==> config.mk <==
export PLATFORM = sky130hd
export DESIGN_NAME = trap_unit
export DESIGN_NICKNAME = d
export VERILOG_FILES = /design/src/rtl/trap_pkg.sv /design/src/rtl/machine_timer.sv /design/src/rtl/trap_unit.sv
export SDC_FILE = /design/constraint.sdc
export NUM_CORES = 1
export LEC_CHECK = 0
export BUFFER_PORTS_ARGS = -buffer_cell sky130_fd_sc_hd__buf_4
export CORE_AREA = 2 2 151 79
export DETAILED_ROUTE_END_ITERATION = 7
export DIE_AREA = 0 0 153 81
export PLACE_DENSITY = 0.8
export SYNTH_ARGS = -nofsm -noshare
export SYNTH_HDL_FRONTEND = slang
export SYNTH_SLANG_ARGS = --single-unit
==> constraint.sdc <==
create_clock -name clk -period 3.7 [get_ports clk]
set_input_delay 0.185 -clock clk [delete_from_list [all_inputs] [get_ports clk]]
set_output_delay 0.185 -clock clk [all_outputs]
set_load 0.03 [all_outputs]
==> src/rtl/trap_pkg.sv <==
// trap_pkg: shared constants and types for the machine-mode trap unit.
//   OFF_*        : MMIO word offsets, compared against busAddress[3:2]
//   CTRL_*       : bit positions inside the control register
//   trap_state_t : trap state machine encoding
package trap_pkg;

    localparam logic [1:0] OFF_MTIME    = 2'd0;
    localparam logic [1:0] OFF_MTIMECMP = 2'd1;
    localparam logic [1:0] OFF_CONTROL  = 2'd2;
    localparam logic [1:0] OFF_MEPC     = 2'd3;

    localparam int CTRL_MIE = 0;
    localparam int CTRL_TEN = 1;

    typedef enum logic {
        RUN     = 1'b0,
        HANDLER = 1'b1
    } trap_state_t;

endpackage

==> src/rtl/machine_timer.sv <==
// machine_timer: free-running machine timer with compare and sticky pending flag.
// Ports:
//   clk, reset          : core clock, asynchronous active-high reset
//   i_ten               : timer enable (counts and compares only while set)
//   i_wr_mtime          : bus write strobe for mtime
//   i_wr_mtimecmp       : bus write strobe for mtimecmp (also clears pending)
//   i_wdata             : bus write data
//   i_clear_pending     : trap-entry strobe, clears pending unless a new match sets it
//   o_mtime, o_mtimecmp : current register values for the read mux
//   o_pending           : sticky timer-pending flag
module machine_timer #(
    parameter logic [31:0] CMP_RESET = 32'hFFFF_FFFF
) (
    input  logic        clk,
    input  logic        reset,
    input  logic        i_ten,
    input  logic        i_wr_mtime,
    input  logic        i_wr_mtimecmp,
    input  logic [31:0] i_wdata,
    input  logic        i_clear_pending,
    output logic [31:0] o_mtime,
    output logic [31:0] o_mtimecmp,
    output logic        o_pending
);

    logic [31:0] r_mtime;
    logic [31:0] r_mtimecmp;
    logic        r_pending;
    logic        w_match;

    // Compare uses the values held before this edge's update.
    assign w_match = i_ten && (r_mtime == r_mtimecmp);

    // NOTE: state registers use non-blocking assignments so every register
    // samples pre-edge values, which the compare and priority rules rely on.
    always_ff @(posedge clk or posedge reset) begin
        if (reset) begin
            r_mtime    <= '0;
            r_mtimecmp <= CMP_RESET;
            r_pending  <= 1'b0;
        end else begin
            // A bus write to mtime overrides the increment; wrap is silent.
            if (i_wr_mtime)
                r_mtime <= i_wdata;
            else if (i_ten)
                r_mtime <= r_mtime + 32'd1;

            if (i_wr_mtimecmp)
                r_mtimecmp <= i_wdata;

            // Priority: compare-register write clears, then a fresh match sets,
            // then trap entry clears.
            if (i_wr_mtimecmp)
                r_pending <= 1'b0;
            else if (w_match)
                r_pending <= 1'b1;
            else if (i_clear_pending)
                r_pending <= 1'b0;
        end
    end

    assign o_mtime    = r_mtime;
    assign o_mtimecmp = r_mtimecmp;
    assign o_pending  = r_pending;

endmodule

==> src/rtl/trap_unit.sv <==
// trap_unit: machine-mode trap unit for the single-cycle RV32 core.
// Owns the MMIO timer window, control (MIE/TEN), MPIE, mepc and the
// RUN/HANDLER state machine.
// Ports:
//   clk, reset      : core clock, asynchronous active-high reset
//   pc              : PC of the instruction executing this cycle
//   csrWriteEnable  : controller trap-entry strobe
//   isReturn        : controller mret strobe
//   busAddress      : load/store address
//   busWriteData    : store data
//   busWriteEnable  : store strobe
//   busSelect       : address hits the 16-byte MMIO window
//   busReadData     : combinational MMIO read data (0 outside the window)
//   timerInterrupt  : interrupt request to the controller
//   mepc            : saved return PC
//   inHandler       : high while in HANDLER
module trap_unit
    import trap_pkg::*;
#(
    parameter logic [31:0] BASE_ADDR = 32'h0000_1000,
    parameter logic [31:0] CMP_RESET = 32'hFFFF_FFFF
) (
    input  logic        clk,
    input  logic        reset,
    input  logic [31:0] pc,
    input  logic        csrWriteEnable,
    input  logic        isReturn,
    input  logic [31:0] busAddress,
    input  logic [31:0] busWriteData,
    input  logic        busWriteEnable,
    output logic        busSelect,
    output logic [31:0] busReadData,
    output logic        timerInterrupt,
    output logic [31:0] mepc,
    output logic        inHandler
);

    trap_state_t r_state;
    logic        r_mie;
    logic        r_ten;
    logic        r_mpie;
    logic [31:0] r_mepc;

    logic [1:0]  w_offset;
    logic        w_write;
    logic        w_wr_mtime;
    logic        w_wr_mtimecmp;
    logic        w_wr_control;
    logic        w_trap_entry;
    logic [31:0] w_mtime;
    logic [31:0] w_mtimecmp;
    logic        w_pending;
    logic        w_unused_addr;

    // Byte offsets inside a word are ignored.
    assign w_unused_addr = ^busAddress[1:0];

    assign busSelect     = (busAddress[31:4] == BASE_ADDR[31:4]);
    assign w_offset      = busAddress[3:2];
    assign w_write       = busSelect & busWriteEnable;
    assign w_wr_mtime    = w_write && (w_offset == OFF_MTIME);
    assign w_wr_mtimecmp = w_write && (w_offset == OFF_MTIMECMP);
    assign w_wr_control  = w_write && (w_offset == OFF_CONTROL);

    // Request depends on registers only, so the controller sees no input-to-output path.
    assign timerInterrupt = w_pending & r_mie & (r_state == RUN);
    assign w_trap_entry   = csrWriteEnable & timerInterrupt;

    machine_timer #(
        .CMP_RESET(CMP_RESET)
    ) u_timer (
        .clk            (clk),
        .reset          (reset),
        .i_ten          (r_ten),
        .i_wr_mtime     (w_wr_mtime),
        .i_wr_mtimecmp  (w_wr_mtimecmp),
        .i_wdata        (busWriteData),
        .i_clear_pending(w_trap_entry),
        .o_mtime        (w_mtime),
        .o_mtimecmp     (w_mtimecmp),
        .o_pending      (w_pending)
    );

    always_ff @(posedge clk or posedge reset) begin
        if (reset) begin
            r_state <= RUN;
            r_mie   <= 1'b0;
            r_ten   <= 1'b0;
            r_mpie  <= 1'b0;
            r_mepc  <= '0;
        end else begin
            if (w_wr_control) begin
                r_mie <= busWriteData[CTRL_MIE];
                r_ten <= busWriteData[CTRL_TEN];
            end
            // Trap entry and mret come after the control write so their MIE
            // update wins while TEN keeps the written value.
            case (r_state)
                RUN: begin
                    if (w_trap_entry) begin
                        r_state <= HANDLER;
                        r_mepc  <= pc;
                        r_mpie  <= r_mie;
                        r_mie   <= 1'b0;
                    end
                end
                HANDLER: begin
                    if (isReturn) begin
                        r_state <= RUN;
                        r_mie   <= r_mpie;
                        r_mpie  <= 1'b1;
                    end
                end
                default: r_state <= RUN;
            endcase
        end
    end

    assign mepc      = r_mepc;
    assign inHandler = (r_state == HANDLER);

    always_comb begin
        // NOTE: default assignment first so no path through this block infers a latch.
        busReadData = '0;
        if (busSelect) begin
            case (w_offset)
                OFF_MTIME:    busReadData = w_mtime;
                OFF_MTIMECMP: busReadData = w_mtimecmp;
                OFF_CONTROL: begin
                    busReadData[CTRL_MIE] = r_mie;
                    busReadData[CTRL_TEN] = r_ten;
                end
                OFF_MEPC:     busReadData = r_mepc;
                default:      busReadData = '0;
            endcase
        end
    end

endmodule

# Word-level counts from Yosys, hierarchy flattened
# Cells that the tools add are included.
# totals
ff_bits	101
elab_cells	48
romBits	0
mem_bits_rw	0
memories	0
in_bits	101
latch_bits	0
output_inout_bits	67
# op_classes
order_cmp	0
shifts	0
bitwise_logic	5
div	0
eq_ne	7
n_reduce_logical	9
add_sub_neg	1
n_mux	18
mul	0
# ops
operator	n
32-bit 2-to-1 mux	3
30-bit case mux with 3 select lines	1
32-bit by 1-bit adder with 32-bit output, second input constant	1
32-bit == test	1
28-bit by 9-bit == test with 1-bit output, second input constant	1
1-bit 2-to-1 mux	10
2-bit case mux with 4 select lines	1
1-bit case mux with 2 select lines	3
1-bit AND	4
2-bit == test, second input constant	2
1-bit logical AND	4
2-bit AND reduction	2
3-bit nonzero test	1
2-bit by 1-bit == test with 1-bit output, second input constant	1
2-bit logical NOT	1
2-bit by 1-bit inequality test with 1-bit output, second input constant	1
2-bit inequality test, second input constant	1
2-bit nonzero test	1
1-bit NOT	1

# Logic depth before layout (Yosys ltp)
# logic_depth
ltp_word	6
mapped_depth	7
mapped_depth_nobuf	6

# By module
# From an unflattened synthesis, not the netlist that was laid out.
# unflattened
cells_unflattened	620
area_unflattened_um2	5706.7
# modules_own_cells
mod	area_each_um2	seq_area_each_um2	cells_each	n_inst
machine_timer	3352.0	1666.6	308	1
trap_unit	2354.8	900.9	312	1

# Worst setup path before layout
# Ideal clock, no wire load.
# synth_timing
path_kind	register -> register
start	reg r_state, in the netlist inHandler
end	reg r_mepc[10], in the netlist mepc[10]
required_ns	3.575
synth_period_minus_slack_ns	1.973
slack_ns	1.727
stages_incl_launch_ff	6
arrival_time_ns	1.849
setup_time_ns	0.125
cell_sequence	dfrtp_1 -> inv_1 -> and3_1 -> nand2_1 -> clkbuf_1 -> mux2_2
# synth_via
elab_chain_cells	4
# synth_lines
item	line	text
start, declared	trap_unit.sv:38	trap_state_t r_state;
start signal, assigned	trap_unit.sv:86	r_state <= RUN;
start signal, assigned	trap_unit.sv:101	r_state <= HANDLER;
start signal, assigned	trap_unit.sv:109	r_state <= RUN;
1-bit NOT (no line)	--	
1-bit AND	trap_unit.sv:66	assign timerInterrupt = w_pending & r_mie & (r_state == RUN);
net timerInterrupt	trap_unit.sv:33	output logic timerInterrupt,
1-bit AND	trap_unit.sv:67	assign w_trap_entry = csrWriteEnable & timerInterrupt;
2-bit AND reduction (no line)	--	
end signal, assigned	trap_unit.sv:102	r_mepc <= pc;
end, declared	trap_unit.sv:42	logic [31:0] r_mepc;
# The timed path passes the listed nets, and every way through them passes these cells.
# A chain may end at the register's enable or synchronous reset.

# Worst setup path after layout
# layout_timing
start	reg u_timer.r_mtime[0], in the netlist u_timer.o_mtime[0]
end	reg u_timer.r_mtime[30], in the netlist u_timer.o_mtime[30]
# layout_via
elab_chain_cells	3
# layout_lines
item	line	text
start, declared	machine_timer.sv:26	logic [31:0] r_mtime;
start signal, assigned	machine_timer.sv:44	r_mtime <= i_wdata;
start signal, assigned	machine_timer.sv:46	r_mtime <= r_mtime + 32'd1;
32-bit by 1-bit adder with 32-bit output	machine_timer.sv:46	
32-bit 2-to-1 mux	machine_timer.sv:45	else if (i_ten)
32-bit 2-to-1 mux	machine_timer.sv:43	if (i_wr_mtime)
# Every way passes these cells. The select of a mux whose other input is x is not followed.

==> flow_summary.json <==
{
  "outcome": "finished clean",
  "drt-pass1-iter-count": 4,
  "drc": 0,
  "synth_top_cells_by_area": "dfrtp_1, dfstp_2, mux2_2",
  "timing.rr.end": "u_timer.o_mtime[30]",
  "antenna_cells": 0,
  "start_util": 0.501,
  "synth-warning-count": 0,
  "cts_resized": 0,
  "reg2reg_from": "u_timer.o_mtime[0]",
  "cts_hold_buf": 0,
  "vias": 4822,
  "powerDensity_nw_per_um2": 475,
  "drtIter0Drc": 338,
  "antenna_found_initial": 0,
  "place_ws_ns": 1.20,
  "htreeDepth": 3,
  "clkLatencyLatePin_ns": 0.35,
  "post-cts-setup-buffers": 0,
  "hold_path_class": "in2reg",
  "p_leak_nw": 3.16,
  "synth_area_per_cell_um2": 10.0,
  "startpoint_type": "register",
  "dp_hpwl_um": 10900,
  "synthToLayoutAreaGrowth_pct": 28.1,
  "fmax_ghz": 0.423,
  "cts_buffers": 9,
  "grt_pass1_vias": 4793,
  "pin_count": 168,
  "die_h_um": 81,
  "setup_ws_ns": 1.33,
  "yosysTopAreaCell": "dfrtp_1",
  "grt_overflow": 0,
  "crit_start": "u_timer.o_mtime[0]",
  "clock-sinks": 101,
  "required_ns": 3.91,
  "ys_seq_area_frac": 0.453,
  "reg2reg_slack_ns": 1.33,
  "finalMaxSlewViolations": 0,
  "fin_setup_tns_ns": 0,
  "final_antenna_net_count": 0,
  "avgViaCountPerCell": 5.58,
  "grt_usage": 0.252,
  "ctsRootBufferMaster": "clkbuf_16",
  "gp_congestion": 0.850,
  "drive_gt1_frac": 0.399,
  "reg2regPathDepth": 6,
  "grt_max_degree": 78,
  "peakVddDrop_v": 0.000327,
  "ys_types": 33,
  "cap_violations": 0,
  "worst_slew_pin_slew_ns": 0.956,
  "synthesis.nets": 669,
  "endpoint": "u_timer.o_mtime[30]",
  "die_area_um2": 12400,
  "clk_path_buf_depth": 2,
  "cts_tree": "yes",
  "synth_cells": 567,
  "hold_violations": 0,
  "finalClockSkew_ns": 0.00932,
  "min_from": "isReturn",
  "rsz0062_at_grt": "false",
  "core_area_um2": 11300,
  "port_buffers": 165,
  "ys_seq_elements": 101,
  "crit_type": "reg2reg",
  "nets": 811,
  "grt_pass1_wl_um": 24400,
  "nFillCells": 922,
  "end_kind": "register",
  "routed_wl_um": 15400,
  "slew-limit-headroom": 0.363,
  "timing.final.crit_share": 0.639,
  "worstPathArrival_ns": 2.57,
  "path_clk_slew_ns": 0.06,
  "netlist_area_um2": 5670,
  "setup_viol": 0,
  "layout_min_cycle_time_ns": 2.37,
  "synth_top_area_frac": 0.305,
  "die_w_um": 153,
  "rows": 28,
  "critPathMaxFanout": 7,
  "routedWlPerCell_um": 17.8
}
[cells in the final DEF, fill, tap and decap left out, types with 3 or more instances in the layout]
| cell | n |
|---|---|
| a21oi_1 | 31 |
| and3_1 | 10 |
| and4_1 | 5 |
| buf_4 | 170 |
| clkbuf_16 | 9 |
| dfrtp_1 | 69 |
| dfstp_2 | 32 |
| inv_1 | 8 |
| mux2_1 | 3 |
| mux2_2 | 62 |
| mux2i_1 | 32 |
| nand2_1 | 47 |
| nand3_1 | 15 |
| nand4_1 | 19 |
| nor2_1 | 66 |
| nor3_1 | 6 |
| nor4_1 | 12 |
| o21ai_0 | 35 |
| xnor2_1 | 43 |
| xor2_1 | 17 |
[cells by family (layout without fill, tap and decap cells)]
logic type | count (synthesis) | after routing | share of synthesized area
AOI/OAI and AO/OA | 68 | 68 | 0.0611
xor gates and xnor gates | 60 | 60 | 0.0927
adders and majority gates | 1 | 1 | 0.00221
buffers and inverters | 48 | 195 | 0.0371
DFF | 101 | 101 | 0.453
muxes | 99 | 99 | 0.194
and+or+nand+nor | 190 | 190 | 0.160
[layer usage]
metal,share of wire,GRT usage
met5,0,0
met4,0.016,0.0620
met3,0.077,0.0710
met2,0.44,0.394
met1,0.47,0.352
[stage by stage]
step                      utilization  total power, mW  instances  hold WS [ns]  cell area (um^2)
after CTS                       0.642             3.48        864        0.0367              7260
after global routing            0.642             3.61        864        0.0476              7260
after global placement          0.616             2.50        848         0.386              6970
after detailed placement        0.616             2.53        848         0.401              6970
final                           0.642             3.45        864        0.0407              7260
after floorplan                     -             2.07        567         0.281              5670
[cell usage after synthesis]
cell type / n
dfrtp_1: 69
nor2_1: 66
mux2_2: 62
nand2_1: 48
xnor2_1: 43
o21ai_0: 35
dfstp_2: 32
mux2i_1: 32
a21oi_1: 31
clkbuf_1: 30
nand4_1: 19
xor2_1: 17
nand3_1: 15
nor4_1: 12
and3_1: 10
inv_1: 9
buf_2: 6
nor3_1: 6
and4_1: 5
buf_6: 3
mux2_1: 3
mux4_2: 2
nor2b_1: 2
a222oi_1: 1
and2_1: 1
ha_1: 1
nand2b_1: 1
nor3_4: 1
nor4_2: 1
nor4b_1: 1
o22ai_1: 1
or2_1: 1
or2_2: 1
[how the worst min path moves through the flow]
stage                           to  depth (start not counted)
3_3_place_gp             inHandler                          2
4_1_cts                  inHandler                          2
5_1_grt        u_timer.o_mtime[13]                          3
2_1_floorplan            inHandler                          1
3_5_place_dp   u_timer.o_mtime[17]                          3
6_report                 inHandler                          2
[sequential cells by signal, indices dropped and copies added, names as in the netlist]
signal              cells
r_ten                   1
r_mpie                  1
mepc                   32
u_timer.o_mtimecmp     32
u_timer.o_mtime        32
inHandler               1
u_timer.o_pending       1
r_mie                   1
[report_power, final]
part	internal (mW)	total, mW	switching (mW)
clock	0.541	0.949	0.408
combinational	0.477	1.07	0.590
sequential	1.29	1.44	0.143
[cell type report]
class	count	area, um^2	share of cell area
inverters	9	36.3	0.00500
clock inverters	4	47.5	0.00655
well taps	150	188	0.0258
repair buffers	170	1280	0.176
flip-flops and latches	101	2570	0.353
clock buffers	12	246	0.0339
multi-input cells	418	2900	0.399
[critical path: stages (launching register included)]
cell	delay [ns]
dfrtp_1	0.51
ha_1	0.26
and3_1	0.29
nand4_1	0.39
nor4_1	0.52
xnor2_1	0.17
o21ai_0	0.08
No activity file was read; power rests on OpenSTA's default activity.
